$ cat src/rtl/event_counter_bank_pkg.sv
// Shared constants and types for the event counter bank and its channels.
// Step direction and limit mode are enums so the channel logic reads in terms of UP/DOWN and WRAP/SAT.
package event_counter_bank_pkg;

   localparam int DEFAULT_DATA_WIDTH = 32;
   localparam int DEFAULT_NUM_CH     = 4;
   localparam int DEFAULT_SEL_WIDTH  = 2;

   typedef enum logic {UP = 1'b0, DOWN = 1'b1} dir_e;
   typedef enum logic {WRAP = 1'b0, SAT = 1'b1} mode_e;

   typedef enum logic [1:0] {
      ACT_HOLD  = 2'd0,
      ACT_COUNT = 2'd1,
      ACT_LOAD  = 2'd2,
      ACT_CLEAR = 2'd3
   } action_e;

   // Per-edge channel action, priority clear > load > count > hold.
   function automatic action_e decode_action(input logic clear, input logic load, input logic enable);
      if (clear)       return ACT_CLEAR;
      else if (load)   return ACT_LOAD;
      else if (enable) return ACT_COUNT;
      else             return ACT_HOLD;
   endfunction

endpackage

$ cat src/rtl/event_counter_bank_if.sv
// Control, status and readback bundle of the event counter bank.
// The master side drives the controls; the slave side is the counter bank.
interface event_counter_bank_if #(
   parameter int DATA_WIDTH = 32,
   parameter int NUM_CH     = 4,
   parameter int SEL_WIDTH  = 2
);

   logic [NUM_CH-1:0]     i_enable;
   logic [NUM_CH-1:0]     i_down;
   logic [NUM_CH-1:0]     i_clear;
   logic [NUM_CH-1:0]     i_load;
   logic [DATA_WIDTH-1:0] i_load_value;
   logic [DATA_WIDTH-1:0] i_compare_value;
   logic [NUM_CH-1:0]     i_ovf_ack;
   logic                  i_snapshot;
   logic [SEL_WIDTH-1:0]  i_rd_sel;
   logic [DATA_WIDTH-1:0] o_rd_data;
   logic [NUM_CH-1:0]     o_match;
   logic [NUM_CH-1:0]     o_overflow;

   modport master (
      output i_enable, i_down, i_clear, i_load, i_load_value, i_compare_value,
             i_ovf_ack, i_snapshot, i_rd_sel,
      input  o_rd_data, o_match, o_overflow
   );

   modport slave (
      input  i_enable, i_down, i_clear, i_load, i_load_value, i_compare_value,
             i_ovf_ack, i_snapshot, i_rd_sel,
      output o_rd_data, o_match, o_overflow
   );

endinterface

$ cat src/rtl/event_counter_bank_counter_channel.sv
// One up/down event counter: clear/load/count priority, sticky overflow flag
// and a registered compare-match pulse raised only by count steps.
module counter_channel
   import event_counter_bank_pkg::*;
#(
   parameter int DATA_WIDTH = DEFAULT_DATA_WIDTH,
   parameter int SATURATE   = 0
) (
   input  logic                  clock,
   input  logic                  i_reset,
   input  logic                  enable,
   input  logic                  down,
   input  logic                  clear,
   input  logic                  load,
   input  logic [DATA_WIDTH-1:0] load_value,
   input  logic [DATA_WIDTH-1:0] compare_value,
   input  logic                  ovf_ack,
   output logic [DATA_WIDTH-1:0] count,
   output logic                  match,
   output logic                  overflow
);

   localparam mode_e                 MODE    = (SATURATE != 0) ? SAT : WRAP;
   localparam logic [DATA_WIDTH-1:0] ONE     = {{(DATA_WIDTH-1){1'b0}}, 1'b1};
   localparam logic [DATA_WIDTH-1:0] ALL_ONE = '1;

   action_e               action;
   dir_e                  dir;
   logic                  at_limit;
   logic                  blocked;
   logic [DATA_WIDTH-1:0] stepped;

   // A step at the limit is an overflow in both modes; saturate mode also blocks it.
   always_comb begin
      action   = decode_action(clear, load, enable);
      dir      = dir_e'(down);
      at_limit = (dir == UP) ? (count == ALL_ONE) : (count == '0);
      blocked  = at_limit && (MODE == SAT);
      stepped  = (dir == UP) ? (count + ONE) : (count - ONE);
      if (blocked) begin
         stepped = count;
      end
   end

   always_ff @(posedge clock or posedge i_reset) begin
      if (i_reset) begin
         count    <= '0;
         match    <= 1'b0;
         overflow <= 1'b0;
      end else begin
         match <= 1'b0;
         case (action)
            ACT_CLEAR: count <= '0;
            ACT_LOAD:  count <= load_value;
            ACT_COUNT: begin
               count <= stepped;
               match <= !blocked && (stepped == compare_value);
            end
            default:   count <= count;
         endcase
         if ((action == ACT_COUNT) && at_limit) begin
            overflow <= 1'b1;
         end else if (ovf_ack || clear) begin
            overflow <= 1'b0;
         end
      end
   end

endmodule

$ cat src/rtl/event_counter_bank.sv
// Bank of independent event counters with a coherent snapshot into shadow
// registers and a registered, muxed shadow readback port.
module event_counter_bank
   import event_counter_bank_pkg::*;
#(
   parameter int DATA_WIDTH = DEFAULT_DATA_WIDTH,
   parameter int NUM_CH     = DEFAULT_NUM_CH,
   parameter int SEL_WIDTH  = DEFAULT_SEL_WIDTH,
   parameter int SATURATE   = 0
) (
   input  logic               clock,
   input  logic               i_reset,
   event_counter_bank_if.slave bus
);

   localparam int unsigned DEPTH = 2 ** SEL_WIDTH;

   logic [DATA_WIDTH-1:0] counts     [NUM_CH];
   logic [DATA_WIDTH-1:0] counts_ext [DEPTH];
   logic [DATA_WIDTH-1:0] shadow     [DEPTH];
   logic [DATA_WIDTH-1:0] rd_data;
   logic [NUM_CH-1:0]     match_v;
   logic [NUM_CH-1:0]     overflow_v;

   for (genvar i = 0; i < NUM_CH; i++) begin : g_ch
      counter_channel #(
         .DATA_WIDTH (DATA_WIDTH),
         .SATURATE   (SATURATE)
      ) u_channel (
         .clock         (clock),
         .i_reset       (i_reset),
         .enable        (bus.i_enable[i]),
         .down          (bus.i_down[i]),
         .clear         (bus.i_clear[i]),
         .load          (bus.i_load[i]),
         .load_value    (bus.i_load_value),
         .compare_value (bus.i_compare_value),
         .ovf_ack       (bus.i_ovf_ack[i]),
         .count         (counts[i]),
         .match         (match_v[i]),
         .overflow      (overflow_v[i])
      );
   end

   // Shadow array covers every select code; slots past NUM_CH stay 0, so
   // out-of-range selects read 0 without a separate range compare.
   always_comb begin
      for (int unsigned i = 0; i < DEPTH; i++) begin
         counts_ext[i] = '0;
      end
      for (int unsigned i = 0; i < NUM_CH; i++) begin
         counts_ext[i] = counts[i];
      end
   end

   always_ff @(posedge clock or posedge i_reset) begin
      if (i_reset) begin
         shadow  <= '{default: '0};
         rd_data <= '0;
      end else begin
         if (bus.i_snapshot) begin
            shadow <= counts_ext;
         end
         rd_data <= shadow[bus.i_rd_sel];
      end
   end

   assign bus.o_rd_data  = rd_data;
   assign bus.o_match    = match_v;
   assign bus.o_overflow = overflow_v;

endmodule

$ cat src/flat_wrapper.sv
// flat-port wrapper written by rule: the top's interface ports become plain ports
module event_counter_bank_flat import event_counter_bank_pkg::*;
#(
   parameter int DATA_WIDTH = DEFAULT_DATA_WIDTH,
   parameter int NUM_CH     = DEFAULT_NUM_CH,
   parameter int SEL_WIDTH  = DEFAULT_SEL_WIDTH,
   parameter int SATURATE   = 0
)
  (clock, i_reset, bus_i_enable, bus_i_down, bus_i_clear, bus_i_load, bus_i_load_value, bus_i_compare_value, bus_i_ovf_ack, bus_i_snapshot, bus_i_rd_sel, bus_o_rd_data, bus_o_match, bus_o_overflow);
  event_counter_bank_if #(.DATA_WIDTH(DATA_WIDTH), .NUM_CH(NUM_CH), .SEL_WIDTH(SEL_WIDTH)) bus_i ();
  input  logic clock;
  input  logic i_reset;
  input wire logic [$bits(bus_i.i_enable)-1:0] bus_i_enable;
  input wire logic [$bits(bus_i.i_down)-1:0] bus_i_down;
  input wire logic [$bits(bus_i.i_clear)-1:0] bus_i_clear;
  input wire logic [$bits(bus_i.i_load)-1:0] bus_i_load;
  input wire logic [$bits(bus_i.i_load_value)-1:0] bus_i_load_value;
  input wire logic [$bits(bus_i.i_compare_value)-1:0] bus_i_compare_value;
  input wire logic [$bits(bus_i.i_ovf_ack)-1:0] bus_i_ovf_ack;
  input wire logic [$bits(bus_i.i_snapshot)-1:0] bus_i_snapshot;
  input wire logic [$bits(bus_i.i_rd_sel)-1:0] bus_i_rd_sel;
  output wire logic [$bits(bus_i.o_rd_data)-1:0] bus_o_rd_data;
  output wire logic [$bits(bus_i.o_match)-1:0] bus_o_match;
  output wire logic [$bits(bus_i.o_overflow)-1:0] bus_o_overflow;
  assign bus_i.i_enable = bus_i_enable;
  assign bus_i.i_down = bus_i_down;
  assign bus_i.i_clear = bus_i_clear;
  assign bus_i.i_load = bus_i_load;
  assign bus_i.i_load_value = bus_i_load_value;
  assign bus_i.i_compare_value = bus_i_compare_value;
  assign bus_i.i_ovf_ack = bus_i_ovf_ack;
  assign bus_i.i_snapshot = bus_i_snapshot;
  assign bus_i.i_rd_sel = bus_i_rd_sel;
  assign bus_o_rd_data = bus_i.o_rd_data;
  assign bus_o_match = bus_i.o_match;
  assign bus_o_overflow = bus_i.o_overflow;
  event_counter_bank #(.DATA_WIDTH(DATA_WIDTH), .NUM_CH(NUM_CH), .SEL_WIDTH(SEL_WIDTH), .SATURATE(SATURATE)) u_core (.clock(clock), .i_reset(i_reset), .bus(bus_i));
endmodule
$ cat config.mk
export PLATFORM = sky130hd
export DESIGN_NAME = event_counter_bank_flat
export DESIGN_NICKNAME = d
export VERILOG_FILES = /design/src/rtl/event_counter_bank_pkg.sv /design/src/rtl/event_counter_bank_if.sv /design/src/rtl/event_counter_bank_counter_channel.sv /design/src/rtl/event_counter_bank.sv /design/src/flat_wrapper.sv
export SDC_FILE = /design/constraint.sdc
export NUM_CORES = 1
export LEC_CHECK = 0
export CELL_PAD_IN_SITES_DETAIL_PLACEMENT = 0
export CELL_PAD_IN_SITES_GLOBAL_PLACEMENT = 2
export CORE_MARGIN = 5
export CORE_UTILIZATION = 39
export CTS_CLUSTER_SIZE = 12
export DETAILED_ROUTE_END_ITERATION = 6
export GPL_ROUTABILITY_DRIVEN = 0
export HOLD_SLACK_MARGIN = 0.15
export PLACE_DENSITY_LB_ADDON = 0.1
export REMOVE_ABC_BUFFERS = 1
export SYNTH_ARGS = -nofsm -noshare
export SYNTH_HDL_FRONTEND = slang
export SYNTH_SLANG_ARGS = --single-unit
$ cat constraint.sdc
create_clock -name clock -period 12.6 [get_ports clock]
set_input_delay 2.52 -clock clock [delete_from_list [all_inputs] [get_ports clock]]
set_output_delay 2.52 -clock clock [all_outputs]
set_load 0.01 [all_outputs]
# After elaboration in Yosys (flattened, before gate mapping)
# Index checks and enable logic that the tools add are counted.
[totals] input_bits=89 regBits=296 output_inout_bits=40
[op_classes] n_reduce_logical=20 muxes=39 n_bitwise=1 order_cmp=1 n_eq_ne=20 add_sub_neg=8
[op_table] op="$pmux W32 S3" n=4
[op_table] op="$mux W32" n=6
[op_table] op="$add A32 B1 Y32 const B" n=4
[op_table] op="$eq A32 B32 Y1" n=4
[op_table] op="$eq A32 B32 Y1 const B" n=4
[op_table] op="$logic_not A32 Y1" n=4
[op_table] op="$sub A32 B1 Y32 const B" n=4
[op_table] op="$bmux W32 S2" n=1
[op_table] op="$mux W1" n=20
[op_table] op="$eq A2 B2 Y1 const B" n=8
[op_table] op="$mux W2" n=8
[op_table] op="$reduce_bool A3 Y1" n=4
[op_table] op="$eq A2 B1 Y1 const B" n=4
[op_table] op="$reduce_bool A2 Y1" n=4
[op_table] op="$logic_and A1 B1 Y1" n=4
[op_table] op="$logic_or A1 B1 Y1" n=4
[op_table] op="$ge A3 B3 Y1 const B" n=1
[op_table] op="$not A2 Y3" n=1

# Logic depth before layout (Yosys ltp)
# Gate-level depths: netlist of run 1.
[logic_depth] depth_word=6 mapped_depth=16 mapped_depth_nobuf=16

# By module
# A second synthesis of run 1 with hierarchy kept.
[hier_totals] cells_unflattened=2472 hier_area_um2=23283.6
[modules_own_cells] mod="event_counter_bank" cells_each=342 instances=1 area_each_um2=6338.6
[modules_own_cells] mod="counter_channel at u_core.g_ch[3].u_channel" cells_each=560 instances=1 area_each_um2=4503.1
[modules_own_cells] mod="counter_channel at u_core.g_ch[1].u_channel" cells_each=546 instances=1 area_each_um2=4295.4
[modules_own_cells] mod="counter_channel at u_core.g_ch[0].u_channel" cells_each=525 instances=1 area_each_um2=4157.7
[modules_own_cells] mod="counter_channel at u_core.g_ch[2].u_channel" cells_each=499 instances=1 area_each_um2=3988.8

# Least setup slack after synthesis of run 1
# OpenSTA, ideal clock, no wires.
[synth_path] path_kind="input to register" start="input port bus_i_down[0]" end="register u_core.g_ch[0].u_channel.match" cell_stages=14 arrival_ns=5.932 required_time_ns=12.504 path_buffers=1 path_slack_ns=6.572 cell_sequence="ha_1 > buf_6 > xnor2_4 > mux2i_1 > a2111oi_2 > o211ai_1 > a2111o_1 > nor4b_2 > nand3_1 > or4_1 > nor4b_2 > nand4_1 > or4_1 > nor4_2"
[synth_via] elab_chain_cells=3
[synth_rtl] item="start: declaration" line="flat_wrapper.sv:14" text="input wire logic [$bits(bus_i.i_down)-1:0] bus_i_down;"
[synth_rtl] item="$mux W32" line="event_counter_bank_counter_channel.sv:39" text="stepped = (dir == UP) ? (count + ONE) : (count - ONE);"
[synth_rtl] item="$eq A32 B32 Y1" line="event_counter_bank_counter_channel.sv:57" text="match <= !blocked && (stepped == compare_value);"
[synth_rtl] item="$mux W1" line="event_counter_bank_counter_channel.sv:52" text="case (action)"
[synth_rtl] item="end signal: assignment" line="event_counter_bank_counter_channel.sv:57"
[synth_rtl] item="end: declaration" line="event_counter_bank_counter_channel.sv:19" text="output logic match,"
# No other way between the ends.
# A chain may end at the register's enable or synchronous reset.

# Worst setup path after layout of run 1
[layout_path] start="input port bus_i_down[1]" end="register u_core.g_ch[1].u_channel.match"
[layout_via] elab_chain_cells=3
[layout_rtl] item="$mux W32" line="event_counter_bank_counter_channel.sv:39"
[layout_rtl] item="$eq A32 B32 Y1" line="event_counter_bank_counter_channel.sv:57"
[layout_rtl] item="$mux W1" line="event_counter_bank_counter_channel.sv:52"
[layout_rtl] item="end signal: assignment" line="event_counter_bank_counter_channel.sv:57"
[layout_rtl] item="end: declaration" line="event_counter_bank_counter_channel.sv:19"
# No other way between the ends.

==> impl_metrics.yaml, run 1 <==
flow_run:
  drv_cap: 0
cells_and_area:
  area_delta_synth_final_pct: 14.27
  utilization_pct: 45.19
  diodes: 0
  drive_above_1_share_pct: 11.97
  final_cells: 3195
  finalNetCount: 2645
logic_synthesis:
  synth.area.top_cells: "dfrtp_1, ha_1, mux2_2"
  synth_common_cells: "dfrtp_1, nand2_1, o21ai_0"
  synth.distinct_cells: 85
  ys.flop_type: "dfrtp_1"
  ys_seq_elements: 296
  syn_inst: 2371
  synth_area_um2: 21920
  yosys_warnings: 0
  ys_seq_area_share_pct: 33.80
  post-synth-top-count-cell: "dfrtp_1"
  synth-edff-count: 0
  yosysTopAreaCell: "dfrtp_1"
  async_flop_share_pct: 100.0
  synth_top_area_share_pct: 33.80
  syn_area_per_cell_um2: 9.243
grt:
  grt_max_degree: 95
  track_usage_pct: 27.65
  antenna_found_initial: 4
  grt-ovfl-total: 0
  grt_pass1_wl_um: 126500
  grt_pass1_vias: 19200
detailed_routing:
  drt-vias-per-instance: 6.111
  wl_per_cell_um: 26.91
  first_pass_iters: 5
  wl_met3_um: 5317
  antenna_left: 0
  drc: 0
  top_layer_used: "met4"
  wl_met2_um: 38820
  vias: 19520
  drt_first_iter_violations: 1587
  drt_wl_total_um: 85960
  wl_met1_um: 38360
die:
  dieArea_um2: 61040
  die_w_um: 247.1
  pin_count: 129
  fp.dieH_um: 247.1
  row_count: 86
  initial_core_util_pct: 39.55
  core-area_um2: 55420
status:
  outcome: "finished, final reports clean"
clocking:
  cts_htree_levels: 2
  cts_tree: "built"
  clk_pin_slew_ns: 0.06
  clock_sinks: 296
  cts.repair.resized: 0
  clockBufferDepth: 3
  hold_buffers: 0
  cts_setup_buffers: 0
  clock_latency_ns: 0.56
  root_buffer: "clkbuf_16"
  numCtsBuffers: 39
pwr:
  power_density_nw_per_um2: 126.0
  peakVddDrop_uv: 78.31
  power.total_uw: 3156
  p_leak_uw: 0.01078
critical_path:
  startpoint_type: "input port"
  critical_path_arrival_ns: 7.54
  cp-end-kind: "flop"
  crit_path_max_incr_delay_ns: 0.83
  cp_max_fo: 32
  slowest_stage: "o31ai_1"
  required_ns: 13.06
  crit_chain: "clkdlybuf4s50_1 -> buf_4 -> ha_1 -> nand3_1 -> nor4_1 -> nor3_1 -> o21ai_1 -> a41o_1 -> a21oi_1 -> o31ai_1 -> a21boi_0 -> xnor2_1 -> xnor2_1 -> o2111ai_1 -> nor4_1"
  crit_type: "in2reg"
placement:
  portBuffers: 128
  dp_hpwl_um: 66410
  dp_cells: 3127
timing:
  finalCriticalPeriod_ns: 7.081
  tightestPinTransition_ns: 1.040
  drv_slew: 0
  fmax_mhz: 141.2
  finalSetupViolCount: 0
  setup-tns-final_ns: 0
  fin_skew_ns: 0.01383
  fin_crit_sh_pct: 56.20
  rsz0062_at_grt: "no"
  hold_viol: 0
  maxSlewHeadroom_pct: 30.67
min_path:
  hp-class: "reg2reg"
## routing by layer
metal	global-route usage, %	up-vias
met5	0	-
met4	9.698	0
met3	4.269	146
met2	43.61	674
met1	38.79	9814
li1	-	8890
## through the flow
step,setup slack [ns],instance area (um2),hold slack [ns]
after floorplan,1.904,21310,0.4751
after global placement,4.967,23730,0.4757
after detailed placement,5.037,23730,0.4885
after CTS,5.633,25040,0.5009
after global routing,5.097,25040,0.5171
final,5.519,25040,0.4931
## final cells by class
class,count,area [um2]
clock inverters,19,222.7
inverters,53,206.4
fillers,5332,30370
multi-input cells,1874,13710
repair buffers,156,1479
well taps,748,935.9
flip-flops and latches,296,7407
clock buffers,49,1086
## critical path: cells and delay by family
family	cells	cell delay, ns
AOI/OAI and AO/OA	6	2.24
and+or+nand+nor	4	1.02
buffers and inverters	2	0.83
adders and majority gates	1	0.38
xor gates and xnor gates	2	0.50
## state kept, by name (all words and copies together), names as in the netlist
| name | flops |
|---|---|
| u_core.g_ch.u_channel.match | 4 |
| u_core.bus.o_rd_data | 32 |
| u_core.g_ch.u_channel.count | 128 |
| u_core.shadow | 128 |
| u_core.g_ch.u_channel.overflow | 4 |
## kinds of logic (layout without fill, tap and decap cells)
kind of cell	Yosys count	in the layout	synth area share, %
AO/OA/AOI/OAI	681	681	19.67
AND/OR/NAND/NOR	648	648	14.75
flip-flops	296	296	33.80
XOR/XNOR	242	242	10.01
buffers and inverters	201	277	3.665
multiplexers	167	167	10.20
adder cells (fa/ha/maj)	136	136	7.901
## path summary, 6_finish.rpt
path	startpoint	to	slack, ns	cells past startpoint
worst max-delay path	bus_i_down[1]	u_core.g_ch[1].u_channel.match$_DFF_PP0_	5.52	15
worst min-delay path	u_core.g_ch[2].u_channel.overflow$_DFFE_PP0P_	u_core.g_ch[2].u_channel.overflow$_DFFE_PP0P_	0.49	2
worst max register to register	u_core.g_ch[1].u_channel.count[8]$_DFFE_PP0P_	u_core.g_ch[1].u_channel.match$_DFF_PP0_	7.78	13
worst min register to register	u_core.g_ch[2].u_channel.overflow$_DFFE_PP0P_	u_core.g_ch[2].u_channel.overflow$_DFFE_PP0P_	0.49	2
max in group asynchronous	i_reset	u_core.shadow[38]$_DFFE_PP0P_	8.59	3
min in group asynchronous	i_reset	u_core.shadow[121]$_DFFE_PP0P_	2.46	2
## cell usage in the layout (no fill, tap or decap), drive strengths merged, types with 9 or more instances in the layout
master / count
dfrtp: 296
nand2: 244
o21ai: 208
a21oi: 157
xnor2: 143
ha: 132
mux2: 130
clkdlybuf4s50: 125
a22oi: 112
xor2: 95
nor2: 84
nor4: 61
nand4: 56
inv: 54
clkbuf: 49
nand3: 45
nor3: 33
mux4: 32
buf: 31
a21o: 28
o21a: 20
and3: 20
a31oi: 19
or2: 16
nor2b: 16
and2: 15
a211oi: 14
nand2b: 13
o21bai: 10
o211ai: 10
o31ai: 10
o2111ai: 10
clkinv: 10
or4: 9
## where the power goes
part           total (uW)  leakage (uW)  switching [uW]  internal, uW
clock                1160      0.000636             463           695
combinational         877       0.00611             521           356
sequential           1120       0.00403            96.1          1020
total                3160        0.0108            1080          2080
Note: power is estimated with default switching activity, not from simulation.
==> inputs of run 2 (changes only) <==
- clock period: 12.6 -> 6.7 ns (I/O delays scaled with it)
==> impl_metrics.yaml, run 2 (same netlist as run 1, synthesis figures left out) <==
timing:
  hold_viol: 0
  tightestPinTransition_ns: 0.9301
  finalSetupViolCount: 0
  setup_slack_ns: 1.080
  finalCriticalPeriod_ns: 5.620
  drv_slew: 0
  fin_crit_sh_pct: 83.88
  fin_skew_ns: 0.02165
  fmax_mhz: 177.9
  setup-tns-final_ns: 0
  rsz0062_at_grt: "no"
  maxSlewHeadroom_pct: 37.34
placement:
  portBuffers: 128
  placed_area_um2: 23930
  dp_hpwl_um: 68030
  pre_cts_ws_ns: 0.5345
clocking:
  clockBufferDepth: 3
  cts_tree: "built"
  hold_buffers: 0
  numCtsBuffers: 38
  cts_htree_levels: 2
  clock_sinks: 296
  cts_setup_buffers: 0
  clock_latency_ns: 0.57
  cts.repair.resized: 0
  root_buffer: "clkbuf_16"
  clk_pin_slew_ns: 0.06
detailed_routing:
  drc: 0
  vias: 19700
  first_pass_iters: 5
  drt-vias-per-instance: 6.124
  drt_first_iter_violations: 1684
  wl_per_cell_um: 27.18
  drt_wl_total_um: 87400
  antenna_left: 0
die:
  die_w_um: 247.1
  row_count: 86
  initial_core_util_pct: 39.55
  core-area_um2: 55420
  pin_count: 129
  dieArea_um2: 61040
  fp.dieH_um: 247.1
status:
  outcome: "finished, final reports clean"
grt:
  grt_pass1_vias: 19040
  grt_pass1_wl_um: 127900
  grt_max_degree: 123
  track_usage_pct: 28.12
  grt-ovfl-total: 0
  antenna_found_initial: 4
critical_path:
  startpoint_type: "input port"
  cp-end-kind: "flop"
  cp_max_fo: 24
  crit_type: "in2reg"
  required_ns: 7.16
  critical_path_arrival_ns: 6.08
  r2r_slack_ns: 2.04
pwr:
  pwr-share-seq_pct: 35.0
  p_comb_share_pct: 27.6
  power_density_nw_per_um2: 238.9
  swShare_pct: 33.91
  p_int_uw: 3994
  p_sw_uw: 2049
  peakVddDrop_uv: 131.3
  p_leak_uw: 0.01092
  clkPwrFrac_pct: 37.4
cells_and_area:
  drive_above_1_share_pct: 12.76
  area_delta_synth_final_pct: 15.42
  seqCellArea_um2: 7407
  nFillCells: 5333
  design_area_um2: 25300
  utilization_pct: 45.65
  finalNetCount: 2665
  diodes: 0
  mostFrequentLayoutCell: "dfrtp_1"
  multi_input_area_um2: 13710
  layout_common_cells: "dfrtp_1, nand2_1, o21ai_0"
min_path:
  hp-class: "reg2reg"
flow_run:
  drv_cap: 0
run 2: cell count changes in the layout (fill, tap and decap cells not counted), sizes merged:
cell / delta
buf: +21
bufinv: +1
clkbuf: +3
clkinv: -3
clkinvlp: -2
inv: +1
run 2: routing by layer:
metal  vias up  wire, um  track usage, %
met5         -         0               0
met4         0      2892           8.435
li1       8970         -               -
met3       132      5216           3.988
met2       643     40350           45.12
met1      9951     38940           39.61
run 2: layout make-up:
class	instances	area share [%]
multi-input cells	1874	54.18
clock inverters	16	0.9052
well taps	748	3.700
inverters	53	0.8161
flip-flops and latches	296	29.28
clock buffers	52	4.496
repair buffers	177	6.618
run 2: critical path: stages:
cell	delay, ns
clkdlybuf4s50_1	0.51
buf_4	0.35
ha_1	0.33
a21oi_1	0.13
o21ai_0	0.48
a311oi_1	0.10
a2111oi_0	0.62
o2111ai_1	0.21
nor4_1	0.25
nand4_1	0.19
nor4_1	0.51
o2111ai_1	0.20
or4_1	0.57
nor4_1	0.28
run 2: power by group through the flow:
stage | registers, uW | logic (uW) | clock network (uW)
6_report | 2110 | 1670 | 2260
2_1_floorplan | 2050 | 1080 | 0
3_5_place_dp | 2140 | 1650 | 0
4_1_cts | 2110 | 1660 | 2300
3_3_place_gp | 2130 | 1650 | 0
5_1_grt | 2120 | 1810 | 2370
run 2: path summary, 6_finish.rpt:
path | from | end | depth (start not counted)
max | bus_i_down[1] | u_core.g_ch[1].u_channel.match$_DFF_PP0_ | 14
min | u_core.g_ch[2].u_channel.overflow$_DFFE_PP0P_ | u_core.g_ch[2].u_channel.overflow$_DFFE_PP0P_ | 2
max reg2reg | u_core.g_ch[0].u_channel.count[6]$_DFFE_PP0P_ | u_core.g_ch[0].u_channel.match$_DFF_PP0_ | 12
min reg2reg | u_core.g_ch[2].u_channel.overflow$_DFFE_PP0P_ | u_core.g_ch[2].u_channel.overflow$_DFFE_PP0P_ | 2
max in group asynchronous | i_reset | u_core.g_ch[0].u_channel.count[19]$_DFFE_PP0P_ | 3
min in group asynchronous | i_reset | u_core.g_ch[0].u_channel.count[27]$_DFFE_PP0P_ | 2
run 2: per-stage QoR:
stage | hold WS, ns | std cells | power, uW
3_3_place_gp | 0.4664 | 3148 | 3785
4_1_cts | 0.4907 | 3216 | 6072
5_1_grt | 0.5102 | 3216 | 6304
6_report | 0.4835 | 3216 | 6043
3_5_place_dp | 0.4777 | 3148 | 3790
2_1_floorplan | 0.4751 | 2223 | 3123
